## src/rtl/ejtag_pctrace_ser.sv

```systemverilog
`default_nettype none
// ============================================================================
// Module   : ejtag_pctrace_ser
// Purpose  : PC-trace serializer behind the EJTAG debug-clock generator.
//            Buffers PC trace entries from the core in a small FIFO. On each
//            EJT_DREN_R beat strobe it emits one TR_DATA nibble plus PCST code,
//            so the probe pins change once per EJT_DCLK period regardless of
//            the debug-clock divide ratio.
// Ports    : CLK, RESET (async, active-high)
//            EJT_DREN_R           beat strobe, one cycle wide
//            TRC_PUSH/PC/KIND     trace entry offered by the core
//            TRC_READY            FIFO not full (combinational)
//            TRC_OVF/TRC_OVF_CLR  sticky dropped-push flag and its clear
//            TR_PCST/TR_DATA      registered trace pins
//            TR_DVALID/TR_LAST    nibble valid / final nibble of an entry
//            TRC_BUSY             entry in flight or FIFO non-empty
// Config   : `define EJT_PCTRACE_COMPRESS_EN sends only the nibbles up to the
//            most-significant one that differs from the last-sent PC.
//            Left undefined, every entry is sent as PCW/4 nibbles.
// Revision : 1.0 - initial release
// ============================================================================
module ejtag_pctrace_ser #(
  parameter int DEPTH = 4,   // FIFO entries, power of 2, >= 2
  parameter int PCW   = 32   // PC width, multiple of 4
) (
  input  logic           CLK,
  input  logic           RESET,
  input  logic           EJT_DREN_R,
  input  logic           TRC_PUSH,
  input  logic [PCW-1:0] TRC_PC,
  input  logic [2:0]     TRC_KIND,
  output logic           TRC_READY,
  output logic           TRC_OVF,
  input  logic           TRC_OVF_CLR,
  output logic [2:0]     TR_PCST,
  output logic [3:0]     TR_DATA,
  output logic           TR_DVALID,
  output logic           TR_LAST,
  output logic           TRC_BUSY
);

  localparam int NIB = PCW / 4;
  localparam int BW  = (NIB > 1) ? $clog2(NIB) : 1;
  localparam int AW  = $clog2(DEPTH);

  localparam logic [AW:0]   FULL_CNT = DEPTH[AW:0];
  localparam logic [AW:0]   CNT_ONE  = {{AW{1'b0}}, 1'b1};
  localparam logic [AW-1:0] PTR_ONE  = {{(AW-1){1'b0}}, 1'b1};
  localparam logic [BW-1:0] BEAT_ONE = {{(BW-1){1'b0}}, 1'b1};
  localparam logic [BW-1:0] BEAT_MAX = BW'(NIB - 1);

  typedef enum logic [0:0] {
    IDLE = 1'b0,
    SEND = 1'b1
  } state_t;

  // --------------------------------------------------------------------------
  // Trace FIFO
  // --------------------------------------------------------------------------
  logic [PCW-1:0] fifo_pc   [DEPTH];
  logic [2:0]     fifo_kind [DEPTH];
  logic [AW-1:0]  wr_ptr;
  logic [AW-1:0]  rd_ptr;
  logic [AW:0]    count;
  logic           full;
  logic           empty;
  logic           push_ok;
  logic           pop;
  logic [PCW-1:0] head_pc;
  logic [2:0]     head_kind;

  assign full      = (count == FULL_CNT);
  assign empty     = (count == '0);
  // Acceptance depends only on the count at the start of the cycle, so a
  // simultaneous pop never rescues a push into a full FIFO.
  assign push_ok   = TRC_PUSH && !full;
  assign head_pc   = fifo_pc[rd_ptr];
  assign head_kind = fifo_kind[rd_ptr];

  always_ff @(posedge CLK) begin
    if (push_ok) begin
      fifo_pc[wr_ptr]   <= TRC_PC;
      fifo_kind[wr_ptr] <= TRC_KIND;
    end
  end

  always_ff @(posedge CLK or posedge RESET) begin
    if (RESET) begin
      wr_ptr <= '0;
      rd_ptr <= '0;
      count  <= '0;
    end else begin
      if (push_ok) begin
        wr_ptr <= wr_ptr + PTR_ONE;
      end
      if (pop) begin
        rd_ptr <= rd_ptr + PTR_ONE;
      end
      if (push_ok && !pop) begin
        count <= count + CNT_ONE;
      end else if (!push_ok && pop) begin
        count <= count - CNT_ONE;
      end
    end
  end

  // Sticky overflow; a dropped push wins over a clear in the same cycle.
  always_ff @(posedge CLK or posedge RESET) begin
    if (RESET) begin
      TRC_OVF <= 1'b0;
    end else if (TRC_PUSH && full) begin
      TRC_OVF <= 1'b1;
    end else if (TRC_OVF_CLR) begin
      TRC_OVF <= 1'b0;
    end
  end

  // --------------------------------------------------------------------------
  // Index of the final beat for the entry at the FIFO head
  // --------------------------------------------------------------------------
  logic [PCW-1:0] last_pc;
  logic [BW-1:0]  head_last;

  always_comb begin
    head_last = BEAT_MAX;
`ifdef EJT_PCTRACE_COMPRESS_EN
    // Send nibbles up to and including the most-significant one that
    // changed; an unchanged PC still costs one beat.
    head_last = '0;
    for (int i = 0; i < NIB; i++) begin
      if (head_pc[4*i +: 4] != last_pc[4*i +: 4]) begin
        head_last = BW'(i);
      end
    end
`endif
  end

  // --------------------------------------------------------------------------
  // Serializer FSM
  // --------------------------------------------------------------------------
  state_t         state;
  state_t         state_nxt;
  logic [BW-1:0]  beat;
  logic [BW-1:0]  beat_nxt;
  logic [BW-1:0]  last_idx;
  logic [BW-1:0]  last_idx_nxt;
  logic [PCW-1:0] shreg;
  logic [PCW-1:0] shreg_nxt;
  logic [PCW-1:0] last_pc_nxt;
  logic [2:0]     pcst_nxt;
  logic [3:0]     data_nxt;
  logic           dvalid_nxt;
  logic           tlast_nxt;

  always_ff @(posedge CLK or posedge RESET) begin
    if (RESET) begin
      state     <= IDLE;
      beat      <= '0;
      last_idx  <= '0;
      shreg     <= '0;
      last_pc   <= '0;
      TR_PCST   <= 3'b000;
      TR_DATA   <= 4'h0;
      TR_DVALID <= 1'b0;
      TR_LAST   <= 1'b0;
    end else begin
      state     <= state_nxt;
      beat      <= beat_nxt;
      last_idx  <= last_idx_nxt;
      shreg     <= shreg_nxt;
      last_pc   <= last_pc_nxt;
      TR_PCST   <= pcst_nxt;
      TR_DATA   <= data_nxt;
      TR_DVALID <= dvalid_nxt;
      TR_LAST   <= tlast_nxt;
    end
  end

  // Everything holds unless a strobe arrives; pins change only on strobes.
  always_comb begin
    state_nxt    = state;
    beat_nxt     = beat;
    last_idx_nxt = last_idx;
    shreg_nxt    = shreg;
    last_pc_nxt  = last_pc;
    pcst_nxt     = TR_PCST;
    data_nxt     = TR_DATA;
    dvalid_nxt   = TR_DVALID;
    tlast_nxt    = TR_LAST;
    pop          = 1'b0;

    if (EJT_DREN_R) begin
      unique case (state)
        IDLE: begin
          if (empty) begin
            pcst_nxt   = 3'b000;
            data_nxt   = 4'h0;
            dvalid_nxt = 1'b0;
            tlast_nxt  = 1'b0;
          end else begin
            // Beat 0 goes out straight from the FIFO head; the remaining
            // nibbles are kept pre-shifted so each later beat takes [3:0].
            pop          = 1'b1;
            pcst_nxt     = head_kind;
            data_nxt     = head_pc[3:0];
            dvalid_nxt   = 1'b1;
            tlast_nxt    = (head_last == '0);
            shreg_nxt    = head_pc >> 4;
            beat_nxt     = BEAT_ONE;
            last_idx_nxt = head_last;
            last_pc_nxt  = head_pc;
            state_nxt    = (head_last == '0) ? IDLE : SEND;
          end
        end
        SEND: begin
          pcst_nxt   = 3'b000;
          data_nxt   = shreg[3:0];
          dvalid_nxt = 1'b1;
          tlast_nxt  = (beat == last_idx);
          shreg_nxt  = shreg >> 4;
          beat_nxt   = beat + BEAT_ONE;
          if (beat == last_idx) begin
            state_nxt = IDLE;
          end
        end
        default: begin
          state_nxt = IDLE;
        end
      endcase
    end
  end

  assign TRC_READY = !full;
  assign TRC_BUSY  = (state != IDLE) || !empty;

endmodule
`default_nettype wire

```

## config.mk

```make
export PLATFORM = sky130hd
export DESIGN_NAME = ejtag_pctrace_ser
export DESIGN_NICKNAME = d
export VERILOG_FILES = /design/src/rtl/ejtag_pctrace_ser.sv
export SDC_FILE = /design/constraint.sdc
export NUM_CORES = 1
export LEC_CHECK = 0
export ABC_AREA = 1
export BUFFER_PORTS_ARGS = -buffer_cell sky130_fd_sc_hd__buf_2
export CORE_MARGIN = 2
export CORE_UTILIZATION = 35
export CTS_CLUSTER_SIZE = 30
export DETAILED_ROUTE_END_ITERATION = 8
export SYNTH_ARGS = -nofsm -noshare
export SYNTH_HDL_FRONTEND = slang
export SYNTH_SLANG_ARGS = --single-unit
```

## constraint.sdc

```tcl
create_clock -name CLK -period 2.6 [get_ports CLK]
set_input_delay 0.26 -clock CLK [delete_from_list [all_inputs] [get_ports CLK]]
set_output_delay 0.26 -clock CLK [all_outputs]
set_load 0.01 [all_outputs]
```

==> out/qor.json <==
{
  "worst_setup_path": {
    "crit_arrival_ps": 1900,
    "cp_max_fo": 26,
    "start_kind": "register",
    "crit_type": "register to primary output",
    "reg2reg_to": "count[2]",
    "critical_path.slowest_cell": "dfrtp_1",
    "cp.buffers_inverters": 3,
    "end_kind": "primary output",
    "timing.critical_path.required_ps": 2340,
    "critical-path-top-delay-family": "buffers and inverters",
    "critical_path.max_stage_delay_ps": 420,
    "critical_path.cell_chain": "inv_4 > buf_4 > nand3_4 > buf_2",
    "reg2reg_from": "count[1]",
    "rrSetupSlack_ps": 510,
    "r2r_worst_path_depth": 12
  },
  "route": {
    "top_layer_used": "met4",
    "drt-initial-drc-count": 281,
    "dr_wl_met2_mm": 8.30,
    "drt_first_pass_iters": 4,
    "detail-route-antenna-nets": 0,
    "remaining_drc_errors": 0,
    "detail_route.wirelength_mm": 16.7,
    "met3WireLength_um": 530,
    "avgViaCountPerCell": 4.82,
    "detail_route.wl_per_cell_um": 16.0,
    "num_vias": 5052,
    "wl_met1_mm": 7.66
  },
  "global_route": {
    "wire_length_of_the_first_global_routing_pass_mm": 27.2,
    "overflow": 0,
    "grt_pass1_vias": 4964,
    "track_usage_pct": 14.9,
    "antenna_violations_before_repair": 0,
    "grt_max_degree": 51
  },
  "pwr": {
    "peak_supply_drop_uv": 508,
    "p_leak_uw": 0.00367,
    "totalPowerFinal_uw": 9860,
    "power-per-cell-area_nw_per_um2": 1090
  },
  "floorplan": {
    "die_y_um": 154,
    "fp.dieArea_um2": 23600,
    "num_rows": 54,
    "core_area_um2": 21900,
    "starting_density_of_the_core_pct": 35.8,
    "die_x_um": 154,
    "i_o_pin_count": 52
  },
  "clocking": {
    "cts_tree": "done",
    "clockRootBuffer": "clkbuf_16",
    "cts.reportedPaths.clkPinSlew_ps": 70,
    "numClockSinks": 190,
    "maximum_clock_insertion_buffer_count": 2,
    "cts_htree_levels": 4,
    "clock_latency_ps": 430,
    "cts_buffers": 17
  },
  "synth": {
    "ys_async_sr_fraction_pct": 26.3,
    "synth-seq-area-share_pct": 69.6,
    "synth_flop_cell": "edfxtp_1",
    "synth-seq-cells": 190,
    "synthDominantAreaCellType": "edfxtp_1",
    "syn_avg_cell_area_um2": 11.1,
    "synth.distinct_cells": 27,
    "synthesized_nets": 751,
    "synthesis.area_um2": 7840,
    "synth_enable_flop_cells": 140,
    "most_area_consuming_cells_after_synthesis": "edfxtp_1 (54%), dfrtp_1 (16%), nand2_1 (9.9%), nand3_1 (7.0%), a21oi_1 (3.3%)",
    "syn_inst": 704,
    "synth.top_cell.area_share_pct": 53.7,
    "synth.yosys.warnings": 0
  },
  "sta": {
    "final.min_clock_period_ps": 2160,
    "setup_viol_count_final": 0,
    "hold_ws_ps": 27.8,
    "tightest_slew_ps": 586,
    "rsz_0062_raised_after_global_routing": "false",
    "post-route-period-util_pct": 82.9,
    "peak_freq_mhz": 464,
    "drv_slew": 0,
    "finalHoldViolations": 0,
    "timing.slew.headroom_pct": 60.9,
    "finalClockSkew_ps": 8.90,
    "worst_path_setup_slack_after_routing_ps": 444
  },
  "final_layout": {
    "final_instance_area_um2": 9020,
    "finalNonFillerCells": 1048,
    "n_antenna_cell": 0,
    "nNetsFinal": 802,
    "synthToLayoutAreaGrowth_pct": 15.2,
    "layout-drive-gt1-share_pct": 14.8
  },
  "place": {
    "dp_worst_setup_slack_ps": 534,
    "dp.cells": 1015,
    "placed_cell_area_um2": 8400,
    "place.port_buffers": 51,
    "place_congestion": 0.743,
    "hpwl_mm": 10.2
  },
  "worst_hold_path": {
    "timing.hold.worst_endpoint": "TRC_OVF",
    "holdCritStartpoint": "TRC_OVF_CLR",
    "timing.hold.worst_path_depth": 2,
    "timing.hold.worst.class": "input port to register"
  },
  "run": {
    "drv.max_cap_violation_count": 0
  },
  "outcome": {
    "status": "complete, no violations"
  }
}
[report_power, final]
group | switching, µW | leakage [µW] | internal (µW)
registers | 369 | 0.00187 | 4050
clock network | 1140 | 0.000294 | 1530
logic | 1880 | 0.00150 | 892
[placed cells by master (no fill, tap or decap), drive strengths merged, types with 2 or more instances in the layout]
cell and count:
nand2 207, o21ai 7, xor2 4, edfxtp 140, dfrtp 50, a21oi 51
buf 70, bufinv 3, clkbuf 17, clkinv 3, nand3 110, nor2 35
o21bai 3, inv 54, ha 6, clkinvlp 2
[what timing repair did]
action / CTS / global route
resized for setup: 0 / 0
hold endpoints to repair: 23 / 0
hold buffers: 1 / 0
setup buffers: 0 / 0
[per-stage QoR]
step                utilization, %  TNS [ps]
finish                        41.2         0
floorplan                        -    -11550
detailed placement            38.4         0
global placement              38.4         0
CTS                           41.2         0
global route                  41.2         0
[worst max-delay path by stage]
stage                           end  slack [ps]  depth (start not counted)  startpoint
CTS                        TRC_BUSY         430                          4       state
floorplan           fifo_kind[0][0]         -80                          4    count[0]
global placement           count[2]         590                         12    count[1]
detailed placement         count[2]         530                         12    count[1]
global route               count[2]         310                         12    count[1]
finish                     TRC_BUSY         440                          4       state
[flip-flops by register name (all words and copies together) (netlist names), 2 cells and up]
register / flops
TR_PCST: 3
fifo_pc: 128
fifo_kind: 12
wr_ptr: 2
shreg: 28
rd_ptr: 2
beat: 3
count: 3
TR_DATA: 4
[synth_stat cells, types with 2 or more instances]
| library cell | instances |
|---|---|
| dfrtp_1 | 50 |
| xor2_1 | 4 |
| buf_4 | 8 |
| inv_1 | 44 |
| o21ai_0 | 6 |
| a21oi_1 | 51 |
| buf_6 | 4 |
| inv_4 | 2 |
| nor2_1 | 34 |
| nand2_1 | 206 |
| o21bai_1 | 3 |
| nand3_1 | 109 |
| buf_2 | 24 |
| ha_1 | 6 |
| edfxtp_1 | 140 |
| clkbuf_1 | 2 |
[area by class of cell]
cell class	instances	area [µm²]
clock buffer	17	425
clock inverter	15	184
fill	2112	12900
inverter	47	181
multi-input combinational	428	1990
sequential	190	5460
tap	280	350
timing repair buffer	71	433
[metal layers]
| metal | global-route usage, % | vias up |
|---|---|---|
| li1 | - | 2476 |
| met4 | 4.59 | 0 |
| met2 | 24.6 | 82 |
| met1 | 19.8 | 2472 |
| met5 | 0 | - |
| met3 | 2.96 | 22 |
[logic make-up (layout without fill, tap and decap cells)]
kind of cell    Yosys count  in the layout  synth area share (%)
mux                       1              1                 0.144
fa+ha+maj                 7              7                  1.21
buf+inv                  86            150                  5.33
compound gates           63             63                  4.15
xor+xnor                  5              5                 0.559
simple gates            352            352                  19.0
flops                   190            190                  69.6
(Power assumes the default switching activity.)
